`config.mk`:
```
export PLATFORM = sky130hd
export DESIGN_NAME = vga_pixel_fetch
export DESIGN_NICKNAME = d
export VERILOG_FILES = /design/src/rtl/vga_pixel_fetch.sv
export SDC_FILE = /design/constraint.sdc
export NUM_CORES = 1
export LEC_CHECK = 0
export ABC_AREA = 1
export CAP_MARGIN = 5
export CORE_MARGIN = 3
export CORE_UTILIZATION = 50
export CTS_CLUSTER_DIAMETER = 30
export DETAILED_ROUTE_END_ITERATION = 7
export HOLD_SLACK_MARGIN = 0.03
export PLACE_DENSITY = 0.73
export SETUP_SLACK_MARGIN = 0.05
export SYNTH_ARGS = -nofsm -noshare
export SYNTH_HDL_FRONTEND = slang
export SYNTH_SLANG_ARGS = --single-unit
```
`constraint.sdc`:
```
create_clock -name vga_clk -period 2 [get_ports vga_clk]
set_input_delay 0.2 -clock vga_clk [delete_from_list [all_inputs] [get_ports vga_clk]]
set_output_delay 0.2 -clock vga_clk [all_outputs]
set_load 0.005 [all_outputs]
```
`src/rtl/vga_pixel_fetch.sv`:
```
// Raster tracker and framebuffer reader: turns sync-generator blank/HS/VS into 24-bit pixels.
// Latency: an input sampled at posedge t appears on vga_* at posedge t+RD_LAT+2.
// Backpressure: none; the RAM must accept a read every cycle, and the output streams at the pixel rate.
//
// Ports:
//   vga_clk, reset_n                  pixel clock (posedge) and async active-low reset
//   blank_n_in, hs_in, vs_in          raw timing from the sync generator
//   fb_rd_en, fb_rd_addr, fb_rd_data  framebuffer read port (data RD_LAT cycles after the strobe)
//   vga_r/g/b, vga_hs, vga_vs, vga_blank_n  aligned pixel stream
//   frame_start                       one-cycle pulse on each vs high-to-low transition
module vga_pixel_fetch #(
  parameter int FB_WIDTH  = 160,
  parameter int FB_HEIGHT = 120,
  parameter int SCALE     = 4,
  parameter int ADDR_W    = 15,
  parameter int RD_LAT    = 2
) (
  input  logic              vga_clk,
  input  logic              reset_n,
  input  logic              blank_n_in,
  input  logic              hs_in,
  input  logic              vs_in,
  output logic              fb_rd_en,
  output logic [ADDR_W-1:0] fb_rd_addr,
  input  logic [5:0]        fb_rd_data,
  output logic [7:0]        vga_r,
  output logic [7:0]        vga_g,
  output logic [7:0]        vga_b,
  output logic              vga_hs,
  output logic              vga_vs,
  output logic              vga_blank_n,
  output logic              frame_start
);

  localparam int X_MAX = FB_WIDTH * SCALE;
  localparam int Y_MAX = FB_HEIGHT * SCALE;
  localparam int SX_W  = $clog2(X_MAX) + 2;
  localparam int SY_W  = $clog2(Y_MAX) + 2;
  localparam int SUB_W = (SCALE > 1) ? $clog2(SCALE) : 1;
  localparam int FX_W  = $clog2(FB_WIDTH) + 1;
  localparam int DLY   = RD_LAT + 2;

  localparam logic [SX_W-1:0]   SX_LIM    = SX_W'(X_MAX);
  localparam logic [SX_W-1:0]   SX_SAT    = '1;
  localparam logic [SY_W-1:0]   SY_LIM    = SY_W'(Y_MAX);
  localparam logic [SY_W-1:0]   SY_SAT    = '1;
  localparam logic [SUB_W-1:0]  SUB_TOP   = SUB_W'(SCALE - 1);
  localparam logic [ADDR_W-1:0] ROW_STEP  = ADDR_W'(FB_WIDTH);
  localparam logic [ADDR_W-1:0] LAST_BASE = ADDR_W'((FB_HEIGHT - 1) * FB_WIDTH);

  typedef enum logic {UNSYNCED, SYNCED} sync_state_t;
  sync_state_t state, state_nxt;

  logic              blank_r, hs_r, vs_r;
  logic [DLY-1:0]    blank_d, hs_d, vs_d;
  logic [SX_W-1:0]   sx;
  logic [SUB_W-1:0]  sub_x;
  logic [FX_W-1:0]   fx;
  logic [SY_W-1:0]   sy;
  logic [SUB_W-1:0]  sub_y;
  logic [ADDR_W-1:0] line_base;
  logic [RD_LAT-1:0] vld_d;
  logic              run_x, line_end, rd_req;
  logic [7:0]        r_nxt, g_nxt, b_nxt;

  // vs low overrides a (malformed) high blank_n: the x counters stay cleared.
  assign run_x    = blank_r & vs_r;
  // blank_d[0] is the previous sample of blank_n.
  assign line_end = blank_d[0] & ~blank_r;

  assign vga_blank_n = blank_d[DLY-1];
  assign vga_hs      = hs_d[DLY-1];
  assign vga_vs      = vs_d[DLY-1];

  always_ff @(posedge vga_clk or negedge reset_n) begin
    if (!reset_n) begin
      blank_r <= 1'b0;
      hs_r    <= 1'b1;
      vs_r    <= 1'b1;
      blank_d <= '0;
      hs_d    <= '1;
      vs_d    <= '1;
    end else begin
      blank_r <= blank_n_in;
      hs_r    <= hs_in;
      vs_r    <= vs_in;
      blank_d <= {blank_d[DLY-2:0], blank_r};
      hs_d    <= {hs_d[DLY-2:0], hs_r};
      vs_d    <= {vs_d[DLY-2:0], vs_r};
    end
  end

  // Horizontal position; sx saturates so an endless blank_n high never wraps back into range.
  always_ff @(posedge vga_clk or negedge reset_n) begin
    if (!reset_n) begin
      sx    <= '0;
      sub_x <= '0;
      fx    <= '0;
    end else if (!run_x) begin
      sx    <= '0;
      sub_x <= '0;
      fx    <= '0;
    end else begin
      if (sx != SX_SAT) sx <= sx + SX_W'(1);
      if (sub_x == SUB_TOP) begin
        sub_x <= '0;
        fx    <= fx + FX_W'(1);
      end else begin
        sub_x <= sub_x + SUB_W'(1);
      end
    end
  end

  // Vertical position; line_base tracks fy*FB_WIDTH by addition and stops at the last row.
  always_ff @(posedge vga_clk or negedge reset_n) begin
    if (!reset_n) begin
      sy        <= '0;
      sub_y     <= '0;
      line_base <= '0;
    end else if (!vs_r) begin
      sy        <= '0;
      sub_y     <= '0;
      line_base <= '0;
    end else if (line_end) begin
      if (sy != SY_SAT) sy <= sy + SY_W'(1);
      if (sub_y == SUB_TOP) begin
        sub_y <= '0;
        if (line_base != LAST_BASE) line_base <= line_base + ROW_STEP;
      end else begin
        sub_y <= sub_y + SUB_W'(1);
      end
    end
  end

  always_ff @(posedge vga_clk or negedge reset_n) begin
    if (!reset_n) state <= UNSYNCED;
    else          state <= state_nxt;
  end

  always_comb begin
    state_nxt = state;
    rd_req    = 1'b0;
    if (!vs_r) state_nxt = SYNCED;
    rd_req = (state == SYNCED) && run_x && (sx < SX_LIM) && (sy < SY_LIM);
  end

  always_ff @(posedge vga_clk or negedge reset_n) begin
    if (!reset_n) begin
      fb_rd_en    <= 1'b0;
      fb_rd_addr  <= '0;
      vld_d       <= '0;
      frame_start <= 1'b0;
    end else begin
      fb_rd_en    <= rd_req;
      if (rd_req) fb_rd_addr <= line_base + ADDR_W'(fx);
      // vld_d[RD_LAT-1] lines up with fb_rd_data being valid.
      vld_d       <= (vld_d << 1) | RD_LAT'(fb_rd_en);
      frame_start <= vs_d[0] & ~vs_r;
    end
  end

  // Each 2-bit channel is replicated to 8 bits so 2'b11 maps to full scale.
  always_comb begin
    r_nxt = 8'h00;
    g_nxt = 8'h00;
    b_nxt = 8'h00;
    if (vld_d[RD_LAT-1] && blank_d[RD_LAT]) begin
      r_nxt = {4{fb_rd_data[5:4]}};
      g_nxt = {4{fb_rd_data[3:2]}};
      b_nxt = {4{fb_rd_data[1:0]}};
    end
  end

  always_ff @(posedge vga_clk or negedge reset_n) begin
    if (!reset_n) begin
      vga_r <= 8'h00;
      vga_g <= 8'h00;
      vga_b <= 8'h00;
    end else begin
      vga_r <= r_nxt;
      vga_g <= g_nxt;
      vga_b <= b_nxt;
    end
  end

endmodule
```
==> impl_metrics.xml <==
<?xml version="1.0" encoding="UTF-8"?>
<metrics>
  <group name="die">
    <metric name="rows" unit="">34</metric>
    <metric name="dieHeight" unit="um">101</metric>
    <metric name="design.portCount" unit="">55</metric>
    <metric name="initial_core_util" unit="">0.517</metric>
    <metric name="die-width" unit="um">101</metric>
    <metric name="die_area" unit="um2">10200</metric>
    <metric name="core_ar" unit="um2">8720</metric>
  </group>
  <group name="synthesis">
    <metric name="netlist.area_leader.share" unit="">0.427</metric>
    <metric name="synth_warnings" unit="">0</metric>
    <metric name="synth_seq_cells" unit="">87</metric>
    <metric name="ys_seq_area_frac" unit="">0.486</metric>
    <metric name="synth_area_leaders" unit="">sky130_fd_sc_hd__dfrtp_1 (43%), sky130_fd_sc_hd__nand2_1 (14%), sky130_fd_sc_hd__dfstp_2 (5.8%), sky130_fd_sc_hd__inv_1 (4.8%), sky130_fd_sc_hd__nor2_1 (4.6%)</metric>
    <metric name="synth_top_cell_by_area" unit="">sky130_fd_sc_hd__dfrtp_1</metric>
    <metric name="syn-num-nets" unit="">576</metric>
    <metric name="syn-instance-count" unit="">554</metric>
    <metric name="syn_avg_cell_area" unit="um2">8.14</metric>
    <metric name="post_synth_instance_area" unit="um2">4510</metric>
    <metric name="unique_cell_type_count_in_the_yosys_netlist" unit="">40</metric>
  </group>
  <group name="clock_network">
    <metric name="clkSlewWorstSetupHoldPaths" unit="ns">0.10</metric>
    <metric name="cts_max_path_buffers" unit="">2</metric>
    <metric name="numCtsBuffers" unit="">9</metric>
    <metric name="ctsRootBufferMaster" unit="">sky130_fd_sc_hd__clkbuf_8</metric>
    <metric name="cts_num_sinks" unit="">87</metric>
    <metric name="htree_num_levels" unit="">3</metric>
    <metric name="resize_count_post_cts" unit="">0</metric>
    <metric name="post-cts-setup-buffers" unit="">0</metric>
    <metric name="tritoncts" unit="">done</metric>
    <metric name="clock_insertion_delay_worst_skew" unit="ns">0.37</metric>
  </group>
  <group name="power">
    <metric name="switching_power" unit="W">0.00128</metric>
    <metric name="power_per_cell_area" unit="nW/um2">764</metric>
    <metric name="power_frac_seq" unit="">0.519</metric>
    <metric name="finalPower" unit="W">0.00401</metric>
    <metric name="power.share.combinational" unit="">0.169</metric>
    <metric name="p_clk_frac" unit="">0.312</metric>
    <metric name="power_switching_share" unit="">0.320</metric>
    <metric name="p_leak" unit="nW">2.51</metric>
    <metric name="internal-power" unit="W">0.00273</metric>
    <metric name="vdd.ir_drop.worst" unit="V">0.000441</metric>
  </group>
  <group name="global_routing">
    <metric name="grt_max_degree" unit="">45</metric>
    <metric name="grt.overflow.total" unit="">0</metric>
    <metric name="first_global_vias" unit="">3518</metric>
    <metric name="grtUsageTotal" unit="">0.192</metric>
    <metric name="antenna_found_initial" unit="">0</metric>
    <metric name="global_route_wire_length_before_repair" unit="um">15800</metric>
  </group>
  <group name="sta">
    <metric name="unrepaired_setup_endpoints_after_global_routing" unit="">no</metric>
    <metric name="count_of_endpoints_failing_setup_in_the_final_report" unit="">0</metric>
    <metric name="min_period_over_period" unit="">0.870</metric>
    <metric name="clock_skew" unit="ns">0.0130</metric>
    <metric name="aggregate_negative_setup_slack" unit="ns">0</metric>
    <metric name="setup_ws" unit="ns">0.261</metric>
    <metric name="period_minus_slack" unit="ns">1.74</metric>
    <metric name="final-max-slew-violation-count" unit="">0</metric>
    <metric name="max_clock_freq" unit="MHz">575</metric>
    <metric name="finalHoldViolCount" unit="">0</metric>
  </group>
  <group name="finish">
    <metric name="finalInstanceArea" unit="um2">5250</metric>
    <metric name="final_cells" unit="">713</metric>
    <metric name="number_of_antenna_cells_inserted" unit="">0</metric>
    <metric name="number_of_nets_in_the_finished_design" unit="">622</metric>
    <metric name="layout-drive-gt1-share" unit="">0.107</metric>
    <metric name="final.fill_count" unit="">795</metric>
    <metric name="syn2layout_area_growth" unit="%">16.5</metric>
  </group>
  <group name="placed_design">
    <metric name="dp.final_hpwl" unit="um">6750</metric>
    <metric name="dpl_cell_area" unit="um2">5040</metric>
    <metric name="gp_congestion" unit="">0.889</metric>
    <metric name="pre_cts_slack" unit="ns">0.285</metric>
    <metric name="buffer_ports.inserted" unit="">54</metric>
    <metric name="dp_cells" unit="">696</metric>
  </group>
  <group name="run">
    <metric name="maxcap_violations" unit="">0</metric>
  </group>
  <group name="routing">
    <metric name="post_drt_wl_per_cell" unit="um">12.7</metric>
    <metric name="drt_iter0_drc" unit="">153</metric>
    <metric name="vias_per_cell" unit="">5.08</metric>
    <metric name="drt-pass1-iter-count" unit="">4</metric>
    <metric name="route.vias.total" unit="">3619</metric>
    <metric name="totalWireLength" unit="um">9030</metric>
    <metric name="final_antenna_net_count" unit="">0</metric>
    <metric name="number_of_remaining_drc_errors" unit="">0</metric>
  </group>
  <group name="setup_path">
    <metric name="crit_path_max_cell_delay" unit="ns">0.72</metric>
    <metric name="crit_fanout" unit="">14</metric>
    <metric name="critPathRequiredTime" unit="ns">2.25</metric>
    <metric name="worstPathArrival" unit="ns">1.99</metric>
    <metric name="path_class" unit="">reg -&gt; reg</metric>
    <metric name="critical_path.endpoint_type" unit="">flop</metric>
    <metric name="critical_path.cell_chain" unit="">inv_2, o21ai_4, nor2_4, nand2_4, inv_1, nand2_1, o21ai_0</metric>
    <metric name="timing.critical_path.from_type" unit="">flop</metric>
    <metric name="cp_slowest_cell" unit="">sky130_fd_sc_hd__dfstp_2</metric>
  </group>
  <group name="worst_hold_path">
    <metric name="hold_path_class" unit="">in -&gt; reg</metric>
  </group>
  <group name="status">
    <metric name="outcome" unit="">completed</metric>
  </group>
</metrics>
==> repair_timing <==
| action | 4_1_cts | 5_1_grt |
|---|---|---|
| hold buffers | 1 | 0 |
| setup endpoints to repair | 0 | 0 |
| endpoints found under the hold margin | 26 | 0 |
==> cells in the final DEF, fill, tap and decap left out, types with 8 or more instances in the layout <==
master / instances
sky130_fd_sc_hd__o21ai_0: 18
sky130_fd_sc_hd__nand3_1: 39
sky130_fd_sc_hd__clkdlybuf4s50_1: 53
sky130_fd_sc_hd__dfrtp_1: 77
sky130_fd_sc_hd__inv_1: 58
sky130_fd_sc_hd__nor3_1: 8
sky130_fd_sc_hd__nand4_1: 8
sky130_fd_sc_hd__ha_1: 11
sky130_fd_sc_hd__a21oi_1: 20
sky130_fd_sc_hd__nand2_1: 169
sky130_fd_sc_hd__nor2_1: 55
sky130_fd_sc_hd__clkbuf_8: 9
sky130_fd_sc_hd__dfstp_2: 10
==> sequential cells by signal, summed over array words and instances, names as in the netlist <==
name	count
vga_b	2
vld_d	2
sub_x	2
blank_r	1
sx	12
hs_d	4
vga_g	2
state	1
sub_y	2
line_base	10
fb_rd_en	1
hs_r	1
fb_rd_addr	15
fx	9
vs_r	1
vs_d	4
frame_start	1
vga_r	2
sy	11
blank_d	4
==> layer usage <==
layer / track usage / up-vias / part of all wire
met1: 0.263 / 1672 / 0.47
li1: - / 1839 / -
met2: 0.301 / 87 / 0.46
met5: 0 / - / 0
met3: 0.0304 / 21 / 0.047
met4: 0.0838 / 0 / 0.023
==> area by class of cell <==
cell class / count / area, um2 / share of cell area
Sequential cell: 87 / 2190 / 0.417
Inverter: 61 / 231 / 0.0441
Tap cell: 108 / 135 / 0.0257
Timing Repair Buffer: 61 / 606 / 0.115
Clock inverter: 7 / 78.8 / 0.0150
Multi-Input combinational cell: 380 / 1890 / 0.359
Clock buffer: 9 / 124 / 0.0236
==> worst max-delay path: cells and delay by family, from the launching register on <==
kind | cells | cell delay, ns
AO/OA/AOI/OAI | 2 | 0.30
buffers and inverters | 2 | 0.28
AND/OR/NAND/NOR | 3 | 0.31
flip-flops | 1 | 0.72
==> synthesized netlist by cell type (all sizes together) <==
library cell / n
nor2: 63
nor3: 9
nand3: 42
a31oi: 2
ha: 11
clkinv: 2
o21bai: 1
nand2: 173
dfstp: 10
xnor2: 3
and3: 2
xor2: 4
o21ai: 29
a41oi: 1
a211oi: 1
a21oi: 21
nor4: 1
o211ai: 1
conb: 1
clkbuf: 1
o31ai: 2
buf: 25
inv: 59
or2: 4
nand4: 9
dfrtp: 77
==> metrics by stage <==
step | util | hold WS [ns]
2_1_floorplan | - | -0.0956
3_3_place_gp | 0.578 | 0.135
3_5_place_dp | 0.578 | 0.144
4_1_cts | 0.602 | 0.213
5_1_grt | 0.602 | 0.220
6_report | 0.602 | 0.226
==> logic make-up after synthesis <==
kind of cell	Yosys count	synth area share
XOR/XNOR	7	0.0136
flip-flops	87	0.486
adder cells (fa/ha/maj)	11	0.0305
AO/OA/AOI/OAI	58	0.0785
buffers and inverters	87	0.0955
AND/OR/NAND/NOR	303	0.295
other	1	0.000832
==> power groups by stage <==
stage / sequential, W / combinational (W) / clock [W]
5_1_grt: 0.00211 / 0.000775 / 0.00135
3_3_place_gp: 0.00211 / 0.000669 / 0
3_5_place_dp: 0.00212 / 0.000681 / 0
6_report: 0.00208 / 0.000679 / 0.00125
4_1_cts: 0.00208 / 0.000687 / 0.00130
2_1_floorplan: 0.00206 / 0.000451 / 0
==> final timing paths <==
check	startpoint	end	slack, ns	cells after the start
setup / recovery	vs_r	line_base[7]	0.26	7
hold / removal	vs_in	vs_r	0.23	1
setup reg to reg	vs_r	line_base[7]	0.26	7
hold reg to reg	hs_d[1]	hs_d[2]	0.35	0
max in group asynchronous	reset_n	hs_d[0]	1.09	3
min in group asynchronous	reset_n	fb_rd_addr[4]	0.28	2
Note: power is estimated with default switching activity, not from simulation.
